===== src/rtl/image_scan_grey.sv =====
// image_scan_grey
//   Frame-scan engine. After a start pulse it walks an RGB image BRAM in
//   raster order, converts each pixel to greyscale as (R + 2G + B) / 4 and
//   writes the result to a destination buffer. An internal valid/address
//   pipeline, READ_LATENCY deep, hides the BRAM read latency.
//
//   Optional build macro: IMAGE_SCAN_DECIMATE_EN
//     When defined, only pixels with even x and even y are written, to a
//     WIDTH/2 x HEIGHT/2 destination (2x2 decimation for the next pyramid
//     level). Reads are still issued for every pixel.
//
// Ports
//   clk_100mhz : system clock
//   sys_rst    : synchronous active-high reset
//   start      : one-cycle pulse, begins a frame scan when idle
//   hold       : while high, no new read address is issued
//   rd_addr    : source image BRAM address
//   rd_data    : source pixel {R,G,B}, valid READ_LATENCY cycles after rd_addr
//   wr_addr    : destination buffer address
//   wr_data    : greyscale pixel
//   wr_en      : destination write strobe
//   busy       : high while a frame is being processed
//   done       : one-cycle pulse after the final write
module image_scan_grey #(
  parameter int WIDTH        = 128,
  parameter int HEIGHT       = 128,
  parameter int CH_BITS      = 4,
  parameter int READ_LATENCY = 2,
  parameter int ADDR_BITS    = $clog2(WIDTH * HEIGHT)
) (
  input  logic                   clk_100mhz,
  input  logic                   sys_rst,
  input  logic                   start,
  input  logic                   hold,
  output logic [ADDR_BITS-1:0]   rd_addr,
  input  logic [3*CH_BITS-1:0]   rd_data,
  output logic [ADDR_BITS-1:0]   wr_addr,
  output logic [CH_BITS-1:0]     wr_data,
  output logic                   wr_en,
  output logic                   busy,
  output logic                   done
);

  localparam logic [ADDR_BITS-1:0] LAST_ADDR = ADDR_BITS'(WIDTH * HEIGHT - 1);

  typedef enum logic [1:0] {IDLE, SCAN, DRAIN, DONE} state_t;

  state_t                state;
  logic                  issue;
  logic [READ_LATENCY-1:0] vld_p;
  logic [ADDR_BITS-1:0]  addr_p [READ_LATENCY];
  logic                  vld_out;
  logic [ADDR_BITS-1:0]  addr_out;
  logic                  wr_go;
  logic [ADDR_BITS-1:0]  wr_dst;

  // Exact (R + 2G + B) >> 2; CH_BITS+2 bits hold the worst case 4*(2^CH_BITS-1).
  function automatic logic [CH_BITS-1:0] grey(input logic [3*CH_BITS-1:0] px);
    logic [CH_BITS+1:0] sum;
    sum = {2'b00, px[3*CH_BITS-1:2*CH_BITS]}
        + {1'b0, px[2*CH_BITS-1:CH_BITS], 1'b0}
        + {2'b00, px[CH_BITS-1:0]};
    return sum[CH_BITS+1:2];
  endfunction

`ifdef IMAGE_SCAN_DECIMATE_EN
  localparam int                   X_BITS = $clog2(WIDTH);
  localparam logic [ADDR_BITS-1:0] X_MASK = ADDR_BITS'(WIDTH - 1);

  // (y/2)*(WIDTH/2) + x/2, with WIDTH a power of two this is pure bit surgery.
  function automatic logic [ADDR_BITS-1:0] decim_addr(input logic [ADDR_BITS-1:0] a);
    logic [ADDR_BITS-1:0] x;
    logic [ADDR_BITS-1:0] y;
    x = a & X_MASK;
    y = a >> X_BITS;
    return ((y >> 1) << (X_BITS - 1)) | (x >> 1);
  endfunction

  assign wr_go  = vld_out && !addr_out[0] && !addr_out[X_BITS];
  assign wr_dst = decim_addr(addr_out);
`else
  assign wr_go  = vld_out;
  assign wr_dst = addr_out;
`endif

  assign issue    = (state == SCAN) && !hold;
  assign vld_out  = vld_p[READ_LATENCY-1];
  assign addr_out = addr_p[READ_LATENCY-1];

  // Control FSM: address generation and handshake
  always_ff @(posedge clk_100mhz) begin
    if (sys_rst) begin
      state   <= IDLE;
      rd_addr <= '0;
      busy    <= 1'b0;
      done    <= 1'b0;
    end else begin
      case (state)
        IDLE: begin
          done <= 1'b0;
          if (start) begin
            state   <= SCAN;
            rd_addr <= '0;
            busy    <= 1'b1;
          end
        end
        SCAN: begin
          if (!hold) begin
            if (rd_addr == LAST_ADDR) state <= DRAIN;
            else                      rd_addr <= rd_addr + 1'b1;
          end
        end
        DRAIN: begin
          // Once the valid pipeline is empty, its last entry has been
          // registered into the write stage this very cycle.
          if (vld_p == '0) begin
            state <= DONE;
            busy  <= 1'b0;
            done  <= 1'b1;
          end
        end
        DONE: begin
          done  <= 1'b0;
          state <= IDLE;
        end
        default: state <= IDLE;
      endcase
    end
  end

  // Read-latency stages: valid flags (reset) travel with their addresses
  always_ff @(posedge clk_100mhz) begin
    if (sys_rst) begin
      vld_p <= '0;
    end else begin
      for (int i = READ_LATENCY - 1; i > 0; i--) vld_p[i] <= vld_p[i-1];
      vld_p[0] <= issue;
    end
  end

  always_ff @(posedge clk_100mhz) begin
    for (int i = READ_LATENCY - 1; i > 0; i--) addr_p[i] <= addr_p[i-1];
    addr_p[0] <= rd_addr;
  end

  // Write stage: greyscale conversion registered onto the destination port
  always_ff @(posedge clk_100mhz) begin
    if (sys_rst) begin
      wr_en   <= 1'b0;
      wr_addr <= '0;
      wr_data <= '0;
    end else begin
      wr_en <= wr_go;
      if (wr_go) begin
        wr_addr <= wr_dst;
        wr_data <= grey(rd_data);
      end
    end
  end

endmodule

===== config.mk =====
export PLATFORM = sky130hd
export DESIGN_NAME = image_scan_grey
export DESIGN_NICKNAME = d
export VERILOG_FILES = /design/src/rtl/image_scan_grey.sv
export SDC_FILE = /design/constraint.sdc
export NUM_CORES = 1
export LEC_CHECK = 0
export ABC_AREA = 1
export CORE_AREA = 3 3 57 98
export CTS_CLUSTER_DIAMETER = 30
export CTS_CLUSTER_SIZE = 14
export DETAILED_ROUTE_END_ITERATION = 12
export DIE_AREA = 0 0 60 101
export DONT_BUFFER_PORTS = 1
export HOLD_SLACK_MARGIN = 0.05
export PLACE_DENSITY_LB_ADDON = 0.05
export SLEW_MARGIN = 20
export SYNTH_ARGS = -nofsm -noshare
export SYNTH_HDL_FRONTEND = slang
export SYNTH_SLANG_ARGS = --single-unit

===== constraint.sdc =====
create_clock -name clk_100mhz -period 2.4 [get_ports clk_100mhz]
set_input_delay 0.36 -clock clk_100mhz [delete_from_list [all_inputs] [get_ports clk_100mhz]]
set_output_delay 0.36 -clock clk_100mhz [all_outputs]
set_load 0.01 [all_outputs]

# [After elaboration in Yosys (flattened, before gate mapping)]
# Memory sizes are Yosys's and may differ from the RTL's. A register that Yosys moved wholly into a read port is not among the register bits.
# Cells that the tools add are included.
[word_totals] register_bits=25 ram_bits=28 in_bits=16 out_inout_bits=35 elab_cells=46 mem_count=1
[mem_list] memory="addr_p" depth=2 word_bits=14 read_ports=2 rd_clocked_by_memory_dff=1 write_ports=2 line_no="51" source="logic [ADDR_BITS-1:0] addr_p [READ_LATENCY];"
[classes] add_sub_neg=3 eq_ne=9 muxes=14 reduce_logical=12
[ops] op="$mux 14" count=3
[ops] op="$pmux 14 s2" count=1
[ops] op="$add 14x1->14 const B" count=1
[ops] op="$eq 14x14->1 const B" count=1
[ops] op="$mux 2" count=4
[ops] op="$ne 2x2->1 const B" count=4
[ops] op="$pmux 2 s4" count=1
[ops] op="$reduce_and 4->1" count=2
[ops] op="$add 4x5->6" count=1
[ops] op="$add 6x4->6" count=1
[ops] op="$reduce_bool 2->1" count=3
[ops] op="$eq 2x2->1 const B" count=2
[ops] op="$logic_not 2->1" count=2
[ops] op="$pmux 1 s2" count=2
[ops] op="$mux 1" count=3
[ops] op="$reduce_and 3->1" count=1
[ops] op="$eq 2x1->1 const B" count=1
[ops] op="$ne 2x1->1 const B" count=1
[ops] op="$reduce_and 2->1" count=1
[ops] op="$reduce_or 2->1" count=1
[ops] op="$logic_and 1x1->1" count=1
[ops] op="$logic_not 1->1" count=1

# [Depth between registers and ports, before layout]
# Gate-level depths: netlist of the first run.
[logic_depth] word_depth=4 depth_mapped=10 mapped_depth_nobuf=10

# [Worst setup path before layout of the first run]
# Ideal clock, no wire load.
[synth_path] path_kind="in2reg" startpoint="input port rd_data[1]" endpoint="register wr_data[1]" arrival_ns=1.712 slack_ns=0.630 cell_stages=9 n_path_buf=0 path_cell_list="inv_1 > fa_1 > nor2_1 > fa_1 > nand2_1 > inv_1 > o21ai_0 > o211ai_1 > inv_1"
[synth_between] elab_chain_len=1
[synth_lines] element="start: declaration" line_no="36" source="input logic [3*CH_BITS-1:0] rd_data,"
[synth_lines] element="$add 6x4->6" line_no="62" source="+ {2'b00, px[CH_BITS-1:0]};"
[synth_lines] element="end signal: assignment" line_no="156" source="wr_data <= grey(rd_data);"
[synth_lines] element="end: declaration" line_no="38" source="output logic [CH_BITS-1:0] wr_data,"
# No other way between the ends.
# A chain may end at the register's enable or synchronous reset.

# [Final worst setup path of the first run]
[layout_path] startpoint="register state[1]" endpoint="register rd_addr[8]"
[layout_between] elab_chain_len=3 word_cells_on_any_way=8 cone_classes="eq/ne: 4; mux: 1; reduce/logical: 3"
[layout_lines] element="start: declaration" line_no="48" source="state_t state;"
[layout_lines] element="start signal: assignment" line_no="93" source="state <= IDLE;"
[layout_lines] element="start signal: assignment" line_no="102" source="state <= SCAN;"
[layout_lines] element="start signal: assignment" line_no="109" source="if (rd_addr == LAST_ADDR) state <= DRAIN;"
[layout_lines] element="$eq 2x1->1 / $logic_not 2->1 (equally long branches)" line_no="98" source="case (state)"
[layout_lines] element="$ne 2x2->1 (no source line) / $reduce_bool 2->1 (equally long branches)"
[layout_lines] element="$reduce_and 4->1 (no source line)"
[layout_lines] element="end signal: assignment" line_no="110" source="else rd_addr <= rd_addr + 1'b1;"
[layout_lines] element="end: declaration" line_no="35" source="output logic [ADDR_BITS-1:0] rd_addr,"
# Parallel ways exist; a longest one is shown, timed or not.

==> flow_summary.json, run 1 <==
{
  "min_period_over_period_pct": 81.4,
  "drc": 0,
  "syn-num-nets": 352,
  "holdCritPathClass": "in -> reg",
  "gr-total-overflow": 0,
  "top_layer": "met4",
  "ys_async_sr_fraction_pct": 0,
  "antenna_found_initial": 0,
  "totalWireLength_mm": 5.12,
  "arrival_ps": 2190,
  "synthToLayoutAreaGrowth_pct": 12.4,
  "crit_path_top_delay_cell": "ha_1",
  "die_w_microns": 60,
  "grt_pass1_wl_mm": 8.88,
  "finalHoldViolCount": 0,
  "io_buffers": 0,
  "cts_post_setup_buffers_inserted": 0,
  "crit_chain": "inv_1 -> ha_1 -> inv_1 -> nand2_1 -> nand3_2 -> nand2_1 -> nand2_1 -> nand2_1 -> inv_1",
  "cts_tree": "done",
  "nFillCells": 464,
  "post_drt_wl_per_cell_microns": 13.1,
  "wl_met1_mm": 2.09,
  "synthDistinctLibCells": 29,
  "cts_root_buffer": "clkbuf_8",
  "setup_viol": 0,
  "rows": 34,
  "numCtsBuffers": 9,
  "clkTransAtPathRegs_ps": 80,
  "yosys_register_bits": 67,
  "crit_fanout": 13,
  "first_pass_iters": 4,
  "ctsHoldBuffers": 0,
  "drive_above_1_share_pct": 10.4,
  "final_core_util_pct": 59.9,
  "yosysWarnings": 0,
  "ant_nets": 0,
  "core_sq_um": 4930,
  "io_pins": 51,
  "clock_path_buffers": 2,
  "fin_crit_ps": 1950,
  "grt_max_degree": 21,
  "drv_slew": 0,
  "max-vdd-ir-drop_mv": 0.785,
  "htreeDepth": 3,
  "die_h_microns": 101,
  "gp_congestion": 0.830,
  "finalNetCount": 362,
  "ys.flop_type": "dfxtp_1",
  "die_area_sq_um": 6060,
  "synth_edf_count": 0,
  "cts_sinks": 67,
  "fin_skew_ps": 10.5,
  "cp_num_buf_inv": 3,
  "path_common_cell": "nand2_1",
  "fmax_mhz": 512,
  "max_slew_margin_pct": 62.2,
  "start_util_pct": 53.2,
  "maxCapViolCount": 0,
  "hpwlAfterDp_mm": 3.68,
  "synthCells": 323,
  "clk_latency_ps": 340,
  "viasPerCell": 5.10,
  "setup_tns_ps": 0,
  "criticalPathCategory": "reg -> reg",
  "wl_met2_mm": 2.61,
  "cp_top_family": "simple AND/OR/NAND/NOR gates",
  "slowest_delay_ps": 480,
  "dr_wl_met3_microns": 348,
  "required_ps": 2640,
  "status": "finished, final reports clean",
  "first_global_vias": 1990,
  "rsz0062_at_grt": "no",
  "diodes": 0,
  "yosysSeqAreaShare_pct": 51.0,
  "grt_usage_pct": 19.2,
  "leakagePower_nw": 1.34,
  "worstSetupEndpointType": "flip-flop",
  "num_vias": 1998,
  "drtIter0Drc": 95,
  "startpoint_type": "flip-flop",
  "synth_area_sq_um": 2630,
  "worst_pin_slew_ps": 566,
  "avgSynthCellArea_sq_um": 8.13,
  "cts_resized": 0,
  "power_density_nw_per_um2": 1030
}
[cells in the mapped netlist, drive strengths merged, types with 2 or more instances]
| cell | instances | share of area, % |
|---|---|---|
| buf | 3 | 0.81 |
| clkbuf | 9 | 1.3 |
| nand4 | 13 | 3.3 |
| dfxtp | 67 | 51 |
| a21oi | 11 | 2.1 |
| nand2 | 51 | 7.3 |
| fa | 4 | 3.0 |
| nor3 | 2 | 0.38 |
| o21ai | 29 | 5.5 |
| nor2 | 57 | 8.5 |
| inv | 37 | 5.3 |
| nand3 | 22 | 4.8 |
| ha | 9 | 4.3 |
[worst reg2reg max path, delay by kind of cell, from the launching register on]
kind          cells  cell delay, ps
buf+inv           3             360
flops             1             320
simple gates      5             690
fa+ha+maj         1             480
[worst paths after layout]
check | start | endpoint | slack (ps) | depth (start not counted)
setup / recovery | state[1]$_SDFFE_PP0P_ | rd_addr[8]$_SDFFE_PP0P_ | 450 | 9
hold / removal | sys_rst | vld_p[1]$_SDFF_PP0_ | 80 | 1
setup reg to reg | state[1]$_SDFFE_PP0P_ | rd_addr[8]$_SDFFE_PP0P_ | 450 | 9
hold reg to reg | addr_p[0][11]$_DFF_P_ | addr_p[1][11]$_DFF_P_ | 330 | 0
[state kept, by name (all words and copies together) (netlist names)]
name / flops
busy: 1
state: 2
wr_data: 4
addr_p: 28
vld_p: 2
rd_addr: 14
wr_addr: 14
done: 1
wr_en: 1
[metrics by stage]
step / worst slack [ps] / cells / power (mW) / hold slack [ps] / cell area, sq um
floorplan: 630 / 323 / 1.85 / 310 / 2630
global placement: 526 / 376 / 1.99 / 310 / 2720
detailed placement: 485 / 376 / 2.01 / 312 / 2720
CTS: 453 / 392 / 3.09 / 57.8 / 2950
global route: 185 / 392 / 3.25 / 54.6 / 2950
finish: 447 / 392 / 3.05 / 80.3 / 2950
[power breakdown]
| group | switching, mW | total [mW] | internal, mW |
|---|---|---|---|
| sequential | 0.0625 | 1.27 | 1.21 |
| clock | 0.467 | 1.07 | 0.606 |
| combinational | 0.464 | 0.704 | 0.240 |
| total | 0.994 | 3.05 | 2.06 |
[kinds of logic after synthesis]
logic type / after synthesis / share of synthesized area, %
AO/OA/AOI/OAI: 45 / 9.00
adder cells (fa/ha/maj): 13 / 7.33
AND/OR/NAND/NOR: 148 / 25.1
flip-flops: 67 / 51.0
buffers and inverters: 50 / 7.52
[per-layer routing]
layer | GRT usage, % | vias to the layer above
met4 | 7.85 | 0
li1 | - | 1061
met2 | 32.6 | 52
met1 | 21.5 | 878
met5 | 0 | -
met3 | 6.28 | 7
[placed cells by master (no fill, tap or decap), drive strengths merged]
cell type  Yosys  routed
a211oi         1       1
a21o           1       1
a21oi         11      11
a31oi          1       1
buf            3      11
bufinv         0       2
clkbuf         9       9
clkinv         1       1
clkinvlp       0       1
dfxtp         67      67
fa             4       4
ha             9       9
inv           37      41
nand2         51      51
nand3         22      22
nand3b         1       1
nand4         13      13
nor2          57      57
nor3           2       2
nor3b          1       1
o211ai         1       1
o21ai         29      29
o21bai         1       1
or2            1       1
[layout make-up]
class / instances / area, sq um / area share [%]
flip-flops and latches: 67 / 1340 / 45.4
multi-input cells: 206 / 1090 / 36.8
inverters: 38 / 143 / 4.83
clock buffers: 9 / 124 / 4.19
clock inverters: 7 / 108 / 3.64
repair buffers: 11 / 82.6 / 2.80
well taps: 54 / 67.6 / 2.29
Note: power is estimated with default switching activity, not from simulation.
==> inputs of run 2 (changes only) <==
==> constraint.sdc (replaced) <==
create_clock -name clk_100mhz -period 2 [get_ports clk_100mhz]
set_input_delay 0.3 -clock clk_100mhz [delete_from_list [all_inputs] [get_ports clk_100mhz]]
set_output_delay 0.3 -clock clk_100mhz [all_outputs]
set_load 0.01 [all_outputs]
==> flow_summary.json, run 2 (synthesis gave the netlist of run 1 again) <==
{
  "fmax_mhz": 598,
  "worstSetupEndpointType": "flip-flop",
  "power_frac_comb_pct": 24.7,
  "hpwlAfterDp_mm": 3.85,
  "clkPwrFrac_pct": 32.2,
  "post-place-ws_ps": 212,
  "grt_max_degree": 21,
  "mostFrequentLayoutCell": "dfxtp_1",
  "min_period_over_period_pct": 83.5,
  "finalHoldViolCount": 0,
  "power_density_nw_per_um2": 1200,
  "max-vdd-ir-drop_mv": 1.04,
  "htreeDepth": 3,
  "startpoint_type": "flip-flop",
  "setup_viol": 0,
  "drc": 0,
  "setup_tns_ps": 0,
  "cts_post_setup_buffers_inserted": 0,
  "post_drt_wl_per_cell_microns": 13.7,
  "p_seq_share_pct": 43.1,
  "totalWireLength_mm": 5.40,
  "cts_sinks": 67,
  "ant_nets": 0,
  "maxCapViolCount": 0,
  "final_cell_mix": "dfxtp_1 (67), nor2_1 (55), nand2_1 (51), inv_1 (36), o21ai_0 (24)",
  "drive_above_1_share_pct": 10.6,
  "drv_slew": 0,
  "rows": 34,
  "fin_skew_ps": 9.66,
  "cts_root_buffer": "clkbuf_8",
  "fin_crit_ps": 1670,
  "holdWs_ps": 216,
  "io_pins": 51,
  "io_buffers": 0,
  "num_vias": 2058,
  "diodes": 0,
  "finalNetCount": 365,
  "viasPerCell": 5.21,
  "gp_congestion": 0.807,
  "clk_latency_ps": 340,
  "reg_top3": "addr_p (28), rd_addr (14), wr_addr (14)",
  "start_util_pct": 53.2,
  "p_sw_share_pct": 33.7,
  "criticalPathCategory": "reg -> reg",
  "arrival_ps": 1920,
  "max_slew_margin_pct": 73.0,
  "fin_cells": 395,
  "die_h_microns": 101,
  "die_area_sq_um": 6060,
  "dp_cells": 377,
  "synthToLayoutAreaGrowth_pct": 12.4,
  "status": "finished, final reports clean",
  "gr-total-overflow": 0,
  "antenna_found_initial": 0,
  "regMostFlops": "addr_p",
  "cts_tree": "done",
  "grt_pass1_wl_mm": 8.98,
  "postPlaceCellArea_sq_um": 2730,
  "clock_path_buffers": 2,
  "power.net_switching_mw": 1.19,
  "die_w_microns": 60,
  "grt_usage_pct": 20.2,
  "required_ps": 2250,
  "rsz0062_at_grt": "no",
  "design_area_sq_um": 2950,
  "numCtsBuffers": 9,
  "p_int_mw": 2.35,
  "first_global_vias": 1964,
  "largest_reg_flops": 28,
  "core_sq_um": 4930,
  "leakagePower_nw": 1.34,
  "first_pass_iters": 4,
  "worst_pin_slew_ps": 404,
  "clkTransAtPathRegs_ps": 80,
  "crit_fanout": 13,
  "finalWorstSetupSlack_ps": 329,
  "drtIter0Drc": 67,
  "holdCritPathClass": "in -> reg",
  "cts_resized": 0
}
run 2: stage by stage:
stage          util, %  total power [mW]
2_1_floorplan        -              2.22
3_3_place_gp      55.3              2.43
3_5_place_dp      55.3              2.44
4_1_cts           59.9              3.60
5_1_grt           59.9              3.81
6_report          59.9              3.54
run 2: repair_timing:
action / 4_1_cts / 5_1_grt
hold buffers: 2 / 0
endpoints found under the hold margin: 6 / 0
setup endpoints to repair: 0 / 0
run 2: power by group through the flow:
| stage | Combinational, mW | Clock, mW | Sequential, mW |
|---|---|---|---|
| after floorplan | 0.654 | 0 | 1.57 |
| after global placement | 0.872 | 0 | 1.56 |
| after detailed placement | 0.880 | 0 | 1.56 |
| after CTS | 0.891 | 1.18 | 1.53 |
| after global routing | 1.02 | 1.24 | 1.54 |
| final | 0.874 | 1.14 | 1.53 |
run 2: worst paths after layout:
check | start | to | slack [ps] | depth (start not counted)
max | state[0]$_SDFFE_PP0P_ | rd_addr[8]$_SDFFE_PP0P_ | 330 | 10
min reg2reg | addr_p[0][4]$_DFF_P_ | addr_p[1][4]$_DFF_P_ | 330 | 0
max reg2reg | state[0]$_SDFFE_PP0P_ | rd_addr[8]$_SDFFE_PP0P_ | 330 | 10
min | sys_rst | rd_addr[8]$_SDFFE_PP0P_ | 220 | 5
run 2: metal layers:
layer  track usage, %  part of all wire [%]  wire (microns)  up-vias
met4             12.8                   2.2             118        0
met3             6.41                   6.0             324       10
met5                0                     0               0        -
li1                 -                     -               -     1062
met2             34.2                    53            2840       44
met1             20.5                    39            2110      942
run 2: layout make-up:
cell class | count | area (sq um)
fill | 447 | 1980
tap | 54 | 67.6
sequential | 67 | 1340
timing repair buffer | 14 | 110
inverter | 38 | 143
multi-input combinational | 206 | 1090
clock buffer | 9 | 124
clock inverter | 7 | 80.1
run 2: critical path, cell delays in order (launching register included):
cell and delay [ps]:
dfxtp_1 360, inv_1 100, ha_1 200, inv_1 90, nor2_1 60, a21oi_1 190, nand3_2 290, nand2_1 170
nand2_1 60, nand2_1 60, inv_1 30
